$ cat src/rtl/fu_gemm_seq_pkg.sv
// fu_gemm_seq_pkg -- datapath types shared by the GEMM sequencer and the
// tensor-core pipeline.
//   gemm_instr_t : one queued GEMM instruction (register indices + reload flag)
//   gemm_state_t : sequencer FSM states
//   req_kind_t   : row request kind driven towards the array / register file
// Register fields are sized for the widest register file in use
// (GEMM_REG_W_MAX); a block with a narrower REG_W zero-extends on entry and
// uses only the low REG_W bits.
package fu_gemm_seq_pkg;

   localparam int GEMM_REG_W_MAX = 8;

   typedef logic [GEMM_REG_W_MAX-1:0] gemm_reg_t;

   typedef struct packed {
      gemm_reg_t rs1;         // input matrix register
      gemm_reg_t rs2;         // weight matrix register
      gemm_reg_t rs3;         // partial-sum matrix register
      gemm_reg_t rd;          // destination register
      logic      new_weight;  // force weight reload even if rs2 matches
   } gemm_instr_t;

   typedef enum logic [1:0] {
      IDLE   = 2'd0,
      LOAD_W = 2'd1,
      STREAM = 2'd2,
      WB     = 2'd3
   } gemm_state_t;

   typedef enum logic {
      REQ_WEIGHT = 1'b0,
      REQ_INPUT  = 1'b1
   } req_kind_t;

endpackage

$ cat src/rtl/fu_gemm_seq_fifo.sv
// gemm_instr_fifo -- DEPTH-entry FIFO of gemm_instr_t.
//   clk_i/rst_i : clock, synchronous active-high reset (empties the queue)
//   push_i/din_i: write an entry (ignored when full)
//   pop_i/dout_o: dout_o shows the head; pop_i drops it (ignored when empty)
//   count_o     : current occupancy, 0..DEPTH
// DEPTH must be a power of two so the pointers wrap by plain overflow.
module gemm_instr_fifo
   import fu_gemm_seq_pkg::*;
#(
   parameter  int DEPTH = 4,
   localparam int AW    = $clog2(DEPTH),
   localparam int CW    = AW + 1
) (
   input  logic          clk_i,
   input  logic          rst_i,
   input  logic          push_i,
   input  gemm_instr_t   din_i,
   input  logic          pop_i,
   output gemm_instr_t   dout_o,
   output logic [CW-1:0] count_o
);

   gemm_instr_t   mem_q [DEPTH];
   logic [AW-1:0] wr_ptr_q, rd_ptr_q;
   logic [CW-1:0] count_q, count_d;
   logic          do_push, do_pop;

   assign do_push = push_i && (count_q < CW'(DEPTH));
   assign do_pop  = pop_i && (count_q != '0);

   always_comb begin
      count_d = count_q;
      if (do_push && !do_pop)      count_d = count_q + CW'(1);
      else if (!do_push && do_pop) count_d = count_q - CW'(1);
   end

   always_ff @(posedge clk_i) begin
      if (rst_i) begin
         wr_ptr_q <= '0;
         rd_ptr_q <= '0;
         count_q  <= '0;
      end else begin
         if (do_push) wr_ptr_q <= wr_ptr_q + AW'(1);
         if (do_pop)  rd_ptr_q <= rd_ptr_q + AW'(1);
         count_q <= count_d;
      end
   end

   // Storage needs no reset: count_q gates every read that matters.
   always_ff @(posedge clk_i) begin
      if (do_push) mem_q[wr_ptr_q] <= din_i;
   end

   assign dout_o  = mem_q[rd_ptr_q];
   assign count_o = count_q;

endmodule

$ cat src/rtl/fu_gemm_seq.sv
// fu_gemm_seq -- GEMM instruction sequencer.
// Queues GEMM instructions and, per instruction, optionally loads ROWS weight
// rows (skipped when the array already holds rs2 and no reload is forced),
// streams ROWS input rows with their partial-sum register, then offers a
// writeback of rd.
//   CLK, RST                  : clock, synchronous active-high reset
//   in_valid/in_ready + rs*_in, rd_in, new_weight_in : instruction push
//   req_valid/req_ready, req_kind/req_reg/req_psum_reg/req_row : row requests
//   wb_valid/wb_ready, wb_rd  : writeback handshake
//   weight_valid, weight_reg  : weight currently resident in the array
//   busy                      : queue non-empty or sequencer not idle
// REG_W must not exceed GEMM_REG_W_MAX; DEPTH and ROWS are powers of two >= 2.
module fu_gemm_seq
   import fu_gemm_seq_pkg::*;
#(
   parameter  int REG_W = 4,
   parameter  int DEPTH = 4,
   parameter  int ROWS  = 4,
   localparam int RW    = $clog2(ROWS),
   localparam int CW    = $clog2(DEPTH) + 1
) (
   input  logic             CLK,
   input  logic             RST,
   input  logic             in_valid,
   output logic             in_ready,
   input  logic             new_weight_in,
   input  logic [REG_W-1:0] rs1_in,
   input  logic [REG_W-1:0] rs2_in,
   input  logic [REG_W-1:0] rs3_in,
   input  logic [REG_W-1:0] rd_in,
   output logic             req_valid,
   input  logic             req_ready,
   output logic             req_kind,
   output logic [REG_W-1:0] req_reg,
   output logic [REG_W-1:0] req_psum_reg,
   output logic [RW-1:0]    req_row,
   output logic             wb_valid,
   input  logic             wb_ready,
   output logic [REG_W-1:0] wb_rd,
   output logic             weight_valid,
   output logic [REG_W-1:0] weight_reg,
   output logic             busy
);

   gemm_state_t      state_q, state_d;
   logic [RW-1:0]    r_q, r_d;
   gemm_instr_t      cur_q, cur_d;
   logic             wv_q, wv_d;
   logic [REG_W-1:0] wreg_q, wreg_d;

   gemm_instr_t      push_instr, head;
   logic [CW-1:0]    count;
   logic             push, pop;
   logic             last_row;
   logic             unused_cur;

   assign push_instr = '{rs1: gemm_reg_t'(rs1_in), rs2: gemm_reg_t'(rs2_in),
                         rs3: gemm_reg_t'(rs3_in), rd: gemm_reg_t'(rd_in),
                         new_weight: new_weight_in};
   assign push       = in_valid && in_ready;
   assign last_row   = (r_q == RW'(ROWS - 1));
   // High register bits and the consumed reload flag are carried but not read.
   assign unused_cur = ^cur_q;

   gemm_instr_fifo #(.DEPTH(DEPTH)) u_fifo (
      .clk_i  (CLK),
      .rst_i  (RST),
      .push_i (push),
      .din_i  (push_instr),
      .pop_i  (pop),
      .dout_o (head),
      .count_o(count)
   );

   // Status outputs are forced low during reset so they are defined even
   // before the first reset edge has cleared the registers.
   assign in_ready     = !RST && (count < CW'(DEPTH));
   assign busy         = !RST && ((count != '0) || (state_q != IDLE));
   assign weight_valid = !RST && wv_q;
   assign weight_reg   = RST ? '0 : wreg_q;

   always_comb begin
      state_d      = state_q;
      r_d          = r_q;
      cur_d        = cur_q;
      wv_d         = wv_q;
      wreg_d       = wreg_q;
      pop          = 1'b0;
      req_valid    = 1'b0;
      req_kind     = REQ_WEIGHT;
      req_reg      = '0;
      req_psum_reg = '0;
      req_row      = '0;
      wb_valid     = 1'b0;
      wb_rd        = '0;
      unique case (state_q)
         IDLE: begin
            if (count != '0) begin
               pop   = 1'b1;
               cur_d = head;
               if (wv_q && (head.rs2[REG_W-1:0] == wreg_q) && !head.new_weight)
                  state_d = STREAM;
               else
                  state_d = LOAD_W;
            end
         end
         LOAD_W: begin
            req_valid = 1'b1;
            req_kind  = REQ_WEIGHT;
            req_reg   = cur_q.rs2[REG_W-1:0];
            req_row   = r_q;
            if (req_ready) begin
               // r wraps to 0 on the final row, ready for the stream phase.
               r_d = r_q + RW'(1);
               if (last_row) begin
                  wv_d    = 1'b1;
                  wreg_d  = cur_q.rs2[REG_W-1:0];
                  state_d = STREAM;
               end
            end
         end
         STREAM: begin
            req_valid    = 1'b1;
            req_kind     = REQ_INPUT;
            req_reg      = cur_q.rs1[REG_W-1:0];
            req_psum_reg = cur_q.rs3[REG_W-1:0];
            req_row      = r_q;
            if (req_ready) begin
               r_d = r_q + RW'(1);
               if (last_row) state_d = WB;
            end
         end
         WB: begin
            wb_valid = 1'b1;
            wb_rd    = cur_q.rd[REG_W-1:0];
            if (wb_ready) state_d = IDLE;
         end
         default: state_d = IDLE;
      endcase
      if (RST) begin
         pop          = 1'b0;
         req_valid    = 1'b0;
         req_kind     = REQ_WEIGHT;
         req_reg      = '0;
         req_psum_reg = '0;
         req_row      = '0;
         wb_valid     = 1'b0;
         wb_rd        = '0;
      end
   end

   always_ff @(posedge CLK) begin
      if (RST) begin
         state_q <= IDLE;
         r_q     <= '0;
         cur_q   <= '0;
         wv_q    <= 1'b0;
         wreg_q  <= '0;
      end else begin
         state_q <= state_d;
         r_q     <= r_d;
         cur_q   <= cur_d;
         wv_q    <= wv_d;
         wreg_q  <= wreg_d;
      end
   end

endmodule

$ cat config.mk
export PLATFORM = sky130hd
export DESIGN_NAME = fu_gemm_seq
export DESIGN_NICKNAME = d
export VERILOG_FILES = /design/src/rtl/fu_gemm_seq_pkg.sv /design/src/rtl/fu_gemm_seq_fifo.sv /design/src/rtl/fu_gemm_seq.sv
export SDC_FILE = /design/constraint.sdc
export NUM_CORES = 1
export LEC_CHECK = 0
export BUFFER_PORTS_ARGS = -buffer_cell sky130_fd_sc_hd__buf_2
export CAP_MARGIN = 30
export CORE_ASPECT_RATIO = 0.9
export CORE_UTILIZATION = 52
export CTS_CLUSTER_SIZE = 40
export DETAILED_ROUTE_END_ITERATION = 10
export PLACE_DENSITY = 0.85
export REMOVE_ABC_BUFFERS = 1
export SLEW_MARGIN = 20
export SYNTH_ARGS = -nofsm -noshare
export SYNTH_HDL_FRONTEND = slang
export SYNTH_SLANG_ARGS = --single-unit
$ cat constraint.sdc
create_clock -name CLK -period 2.3 [get_ports CLK]
set_input_delay 0 -clock CLK [delete_from_list [all_inputs] [get_ports CLK]]
set_output_delay 0 -clock CLK [all_outputs]
set_load 0.01 [all_outputs]
# [Word level (Yosys, flattened, before mapping)]
# Memories as Yosys holds them, arrays and structs flattened. A register that Yosys moved wholly into a read port is not among the register bits.
# Index checks and enable logic that the tools add are counted.
[classes] eq_ne=11 n_mux=32 addsub=5 reduce_logical=24 magnitude_cmp=1
[op_table] cell="2-to-1 mux 4 bit" n=6
[op_table] cell="2-to-1 mux 2 bit" n=11
[op_table] cell="inequality test 2 bit (second input constant)" n=6
[op_table] cell="2-to-1 mux 1 bit" n=11
[op_table] cell="logical AND 1 bit" n=10
[op_table] cell="one-hot mux 2 bit (4 select lines)" n=1
[op_table] cell="one-hot mux 4 bit (2 select lines)" n=1
[op_table] cell="adder 2 x 1 -> 2 bit (second input constant)" n=3
[op_table] cell="== test 2 bit (second input constant)" n=3
[op_table] cell="2-to-1 mux 3 bit" n=2
[op_table] cell="AND reduction 6 bit" n=1
[op_table] cell="== test 4 bit" n=1
[op_table] cell="zero test 1 bit" n=4
[op_table] cell="AND reduction 2 bit" n=2
[op_table] cell="nonzero test 2 bit" n=2
[op_table] cell="adder 3 x 1 -> 3 bit (second input constant)" n=1
[op_table] cell="< comparator 3 bit (second input constant)" n=1
[op_table] cell="AND reduction 3 bit" n=1
[op_table] cell="nonzero test 3 bit" n=1
[op_table] cell="subtractor 3 x 1 -> 3 bit (second input constant)" n=1
[op_table] cell="== test 2 x 1 -> 1 bit (second input constant)" n=1
[op_table] cell="zero test 2 bit" n=1
[op_table] cell="OR reduction 2 bit" n=1
[op_table] cell="logical OR 1 bit" n=1
[totals] output_inout_bits=24 memories=1 mem_bits_rw=68 wordCells=85 ff_bits=32 inputBits=22
[memory_table] memory="u_fifo.mem_q" depth=4 width=17 read_ports=1 rd_clocked_by_memory_dff=1 write_ports=1 line="fu_gemm_seq_fifo.sv:23" text="gemm_instr_t mem_q [DEPTH];"

# [Logic depth before layout (Yosys ltp)]
[logic_depth] depth_word=8 mapped_depth=12 mapped_depth_nobuf=10

# [Hierarchy]
# Synthesis repeated with hierarchy kept, for this count alone.
[hier_totals] cells_unflattened=372 area_unflattened_um2=6551.3
[modules_own_cells] mod="gemm_instr_fifo" area_each_um2=5245.0 seq_area_each_um2=4144.0 cells_each=217 instances=1
[modules_own_cells] mod="fu_gemm_seq" area_each_um2=1306.3 seq_area_each_um2=500.5 cells_each=155 instances=1

# [Worst setup path before layout]
# Ideal clock, no wire load.
[synth_timing] kind="register -> register" startpoint="register state_q[0]" endpoint="register u_fifo.count_q[2], in the netlist u_fifo.count_o[2]" setup_ns=0.070 slack_ns=-0.199 t_arrival_ns=2.429 t_required_ns=2.230 path_stages_with_launch=13 synth_period_minus_slack_ns=2.499 path_buffers=2 cell_sequence="dfxtp_1 inv_1 ha_1 o31a_1 buf_2 buf_1 nand2_1 ha_1 inv_1 fa_1 xor2_1 or3_1 a21oi_1"
[synth_via] elab_chain_cells=7 word_cells_on_any_way=9 cone_classes="mux: 3; reduce/logical: 6"
[synth_rtl] item="from (decl)" line="fu_gemm_seq.sv:45" text="gemm_state_t state_q, state_d;"
[synth_rtl] item="from (signal assigned)" line="fu_gemm_seq.sv:160" text="state_q <= state_d;"
[synth_rtl] item="zero test 2 bit *" line="fu_gemm_seq.sv:96" text="unique case (state_q)"
[synth_rtl] item="2-to-1 mux 1 bit *" line="fu_gemm_seq.sv:96"
[synth_rtl] item="2-to-1 mux 1 bit *" line="fu_gemm_seq.sv:140" text="if (RST) begin"
[synth_rtl] item="logical AND 1 bit *" line="fu_gemm_seq_fifo.sv:29" text="assign do_pop = pop_i && (count_q != '0);"
[synth_rtl] item="zero test 1 bit" line="fu_gemm_seq_fifo.sv:33" text="if (do_push && !do_pop) count_d = count_q + CW'(1);"
[synth_rtl] item="logical AND 1 bit" line="fu_gemm_seq_fifo.sv:33"
[synth_rtl] item="2-to-1 mux 3 bit or nonzero test 2 bit (tied branches)"
[synth_rtl] item="to (signal assigned)" line="fu_gemm_seq_fifo.sv:45" text="count_q <= count_d;"
[synth_rtl] item="to (decl)" line="fu_gemm_seq_fifo.sv:25" text="logic [CW-1:0] count_q, count_d;"
# Every way passes the cells marked *; elsewhere a longest branch is shown, timed or not.
# A chain may end at the register's enable or synchronous reset.

# [Worst setup path after layout]
# Same ends and word-level chain as after synthesis.

==> results.md <==
* Final cycle utilization of the critical path at 95.1%
* Clock tree skew after final layout at 0.0100 ns
* Clock-pin slew on the worst setup and hold paths at 0.10 ns
* Worst-skew pair later-pin latency at 0.36 ns
* Vias in the first global route at 2,502
* Total placed instance area at 0.00449 mm^2
* Ratio of cells with drive above 1 in the final layout at 25.9%
* 1st-pass router iterations at 4
* Vertical die dimension at 86.5 um
* Critical-path cell with the highest stage delay: sky130_fd_sc_hd__fa_1
* Total Die Area at 0.00829 mm^2
* Worst path buffer plus inverter count at 2
* Basic-gate share of the synthesized area counting and, or, nand and nor cells at 9.68%
* Global-route total usage across every layer at 20.3%
* Critical path launch point type: flip-flop
* Compound-cell area share of the yosys netlist at 5.10%
* Critical-path maximum fanout at 4
* Worst slack on hold paths at 0.0928 ns
* Average instance area after synthesis at 14.3 um^2
* Gate count of the mapped netlist at 288
* Growth of design area from synthesis to finish at 18.1%
* Leak at 1.84 nW
* Sort of element at the end of the critical path: flip-flop
* Core area at 0.00762 mm^2
* Number of standard cells in the layout, taps in and fillers out at 463
* Sequential element share of the synthesized area at 66.0%
* Total instance count after detailed placement at 428
* Routed metal-1 wirelength at 3010 um
* Register share of total power at 49.0%
* Top cell family by delay on the critical path: adder cells
* Net Sw Power at 1.61 mW
* Clock Power Share at 21.5%
* Multiplexer fraction of the synthesized cell area at 11.0%
* Worst-case vdd ir drop at 0.000695 V
* Cell-internal power at 3.26 mW
* Critical Path AT at 2.49 ns
* Routed wirelength normalized by instance count at 16.4 um
* TritonCTS clock tree: built
* Effective utilization at floorplan at 54.1%
* Pin count of the biggest net entering global routing at 20
* Post-Route WL at 7570 um
* Number of antenna violations at the first check in global routing at 0
* Status: finished, final reports clean
* Max-cap violation count at 0
* Wire length of the first global-routing pass at 12,100 um
* CP Cell Sequence: inv_1, ha_1, o31a_1, nand2_1, ha_1, inv_1, fa_1, xor2_1, or3_1, a21oi_1
* Setup Viol. Count Final at 0
* Post-Syn Area at 0.00412 mm^2
* DR WL met3 at 538 um
* Slew @ Worst Pin at 0.682 ns
* Antenna violation net count after detailed routing at 0
* Avg Vias per Cell at 5.38
* Share of synthesized cell area in full adder, half adder and majority cells at 3.52%
* Number of design-rule violations left by the first detailed-router iteration at 159
* Net count, final at 395
* Final standard cell area without fillers at 0.00487 mm^2
* Share of the synthesized netlist area taken by xor and xnor gates at 2.31%
* Fraction of power consumed by combinational cells at 29.5%
* Number of DRC violations after detailed routing at 0
* Upper clock frequency limit at 457 MHz
* Number of primary I/O pins at 46
* Clock tree root driver cell: sky130_fd_sc_hd__clkbuf_8
* Deepest clock path buffer count at 2
* Final hold vios at 0
* Worst relative slew slack at 54.6%
* Flop and latch count out of synthesis at 102
* Routed vias at 2,489
* Max incr delay on CP at 0.38 ns
* IO buf count at 45
* Count of instances resized after the clock tree is built at 0
* Unrepaired setup endpoints after global routing: false
* Pwr/cell area at 999 mW/mm^2
* Category of the most critical setup path: flip-flop to flip-flop
* Setup TNS after final layout at 0 ns
* Max-slew violations at 0
* Switching portion of total power at 33.0%
* GP Congestion at 0.769
* Main combinational cell family by area after synthesis: multiplexers
* Routed wire length on met2 at 3990 um
* Number of clock sinks seen by CTS at 102
* H-tree Lvls at 3
* DP HPWL at 4870 um
* Type of the most critical hold path: input pin to flip-flop
* Number of warnings printed during yosys synthesis at 0
* Remaining global-route overflow at 0
* Yosys cell types at 37
* Die width at 95.9 um
* Post-layout min period at 2.19 ns
* Highest routed metal layer: met4
* Critical Path RT at 2.60 ns
* Diode insertion count for antenna repair at 0
* Number of buffers inserted during clock tree synthesis at 9
* Standard-cell rows at 30
placed cells by master, fill, tap and decap left out, types with 5 or more instances in the layout:
master                           n
sky130_fd_sc_hd__a21oi_1        20
sky130_fd_sc_hd__clkbuf_8        9
sky130_fd_sc_hd__mux2i_1         7
sky130_fd_sc_hd__nor2b_1         7
sky130_fd_sc_hd__mux4_2         17
sky130_fd_sc_hd__inv_1           6
sky130_fd_sc_hd__nor2_1         19
sky130_fd_sc_hd__dfxtp_1        34
sky130_fd_sc_hd__xnor2_1         5
sky130_fd_sc_hd__ha_1           10
sky130_fd_sc_hd__dlygate4sd3_1  19
sky130_fd_sc_hd__nand2_1        39
sky130_fd_sc_hd__buf_4          12
sky130_fd_sc_hd__and2_1         11
sky130_fd_sc_hd__buf_2          45
sky130_fd_sc_hd__edfxtp_1       68
metrics by stage:
step	total power, mW	setup slack [ns]	utilization (%)
4_1_cts	4.88	0.123	63.9
3_3_place_gp	3.75	0.224	59.0
3_5_place_dp	3.82	0.146	59.0
2_1_floorplan	3.38	-0.0457	-
6_report	4.87	0.113	63.9
5_1_grt	5.14	0.00101	63.9
power by group through the flow:
| stage | clock network [mW] | registers [mW] | logic [mW] |
|---|---|---|---|
| global placement | 0 | 2.41 | 1.34 |
| detailed placement | 0 | 2.43 | 1.39 |
| floorplan | 0 | 2.41 | 0.973 |
| global route | 1.14 | 2.42 | 1.58 |
| CTS | 1.06 | 2.39 | 1.43 |
| finish | 1.05 | 2.38 | 1.43 |
worst min-delay path: stages:
cell	delay, ns
sky130_fd_sc_hd__buf_2	0.10
sky130_fd_sc_hd__clkinv_1	0.06
sky130_fd_sc_hd__a221oi_4	0.09
sky130_fd_sc_hd__nand4_1	0.09
sky130_fd_sc_hd__o22ai_1	0.07
flip-flops by register name, indices dropped and copies added (netlist names), named ones only:
| name | flops |
|---|---|
| u_fifo.rd_ptr_q | 2 |
| wv_q | 1 |
| u_fifo.count_o | 3 |
| u_fifo.mem_q | 68 |
| u_fifo.wr_ptr_q | 2 |
| state_q | 2 |
| wreg_q | 4 |
| cur_q | 16 |
| r_q | 2 |
path summary, 6_finish.rpt:
path	endpoint	slack (ns)	from	cells after the start
worst max register to register	u_fifo.count_o[2]	0.11	state_q[0]	10
worst min-delay path	state_q[1]	0.09	wb_ready	5
worst max-delay path	u_fifo.count_o[2]	0.11	state_q[0]	10
worst min register to register	cur_q[11]	0.46	cur_q[11]	2
final cells by class:
| type | instances | area (um^2) |
|---|---|---|
| timing repair buffer | 76 | 505 |
| fill | 560 | 2750 |
| clock inverter | 7 | 62.6 |
| clock buffer | 9 | 124 |
| inverter | 9 | 33.8 |
| tap | 96 | 120 |
| multi-input combinational | 164 | 1300 |
| sequential | 102 | 2720 |
cells in the mapped netlist:
library cell                 n  area share (%)
sky130_fd_sc_hd__o31ai_1     1            0.18
sky130_fd_sc_hd__nor2_1     19             1.7
sky130_fd_sc_hd__mux4_2     17             9.3
sky130_fd_sc_hd__ha_1       10             3.0
sky130_fd_sc_hd__buf_4       1            0.18
sky130_fd_sc_hd__inv_1       6            0.55
sky130_fd_sc_hd__xnor2_1     5             1.1
sky130_fd_sc_hd__nand2b_1    1            0.15
sky130_fd_sc_hd__edfxtp_1   68              50
sky130_fd_sc_hd__nand3_1     3            0.36
sky130_fd_sc_hd__o211a_1     1            0.24
sky130_fd_sc_hd__o22ai_1     1            0.15
sky130_fd_sc_hd__clkbuf_1    6            0.55
sky130_fd_sc_hd__buf_1       1           0.091
sky130_fd_sc_hd__nand4_1     1            0.15
sky130_fd_sc_hd__dfxtp_1    34              17
sky130_fd_sc_hd__buf_6       1            0.27
sky130_fd_sc_hd__nor2b_1     7             1.1
sky130_fd_sc_hd__mux2i_1     7             1.7
sky130_fd_sc_hd__a2bb2oi_1   1            0.21
sky130_fd_sc_hd__a21oi_1    20             2.4
sky130_fd_sc_hd__a221oi_4    1            0.64
sky130_fd_sc_hd__buf_2       4            0.49
sky130_fd_sc_hd__xor2_1      4            0.85
sky130_fd_sc_hd__o211ai_1    1            0.18
sky130_fd_sc_hd__o21ai_0     1            0.12
sky130_fd_sc_hd__xnor2_2     1            0.39
sky130_fd_sc_hd__nand2_1    39             3.5
sky130_fd_sc_hd__a22oi_1     4            0.73
sky130_fd_sc_hd__and3_1      4            0.61
sky130_fd_sc_hd__fa_1        1            0.49
sky130_fd_sc_hd__and2_1     11             1.7
sky130_fd_sc_hd__o31a_1      1            0.21
sky130_fd_sc_hd__inv_2       2            0.18
sky130_fd_sc_hd__clkinv_1    1           0.091
sky130_fd_sc_hd__nor3_2      1            0.24
sky130_fd_sc_hd__or3_1       1            0.15
cell families (layout without fill, tap and decap cells):
logic type,Yosys count,count (layout)
AO/OA/AOI/OAI,32,32
AND/OR/NAND/NOR,87,87
XOR/XNOR,10,10
flip-flops,102,102
buffers and inverters,22,101
multiplexers,24,24
adder cells (fa/ha/maj),11,11
repair_timing:
action                                 CTS  global route
setup buffers                            0             0
hold buffers                            19             0
endpoints found under the hold margin   75             0
routing by layer:
metal	track usage [%]	vias to the layer above
met1	25.1	1201
met4	7.06	0
li1	-	1188
met2	34.3	96
met3	5.70	4
met5	0	-
Note: power is estimated with default switching activity, not from simulation.
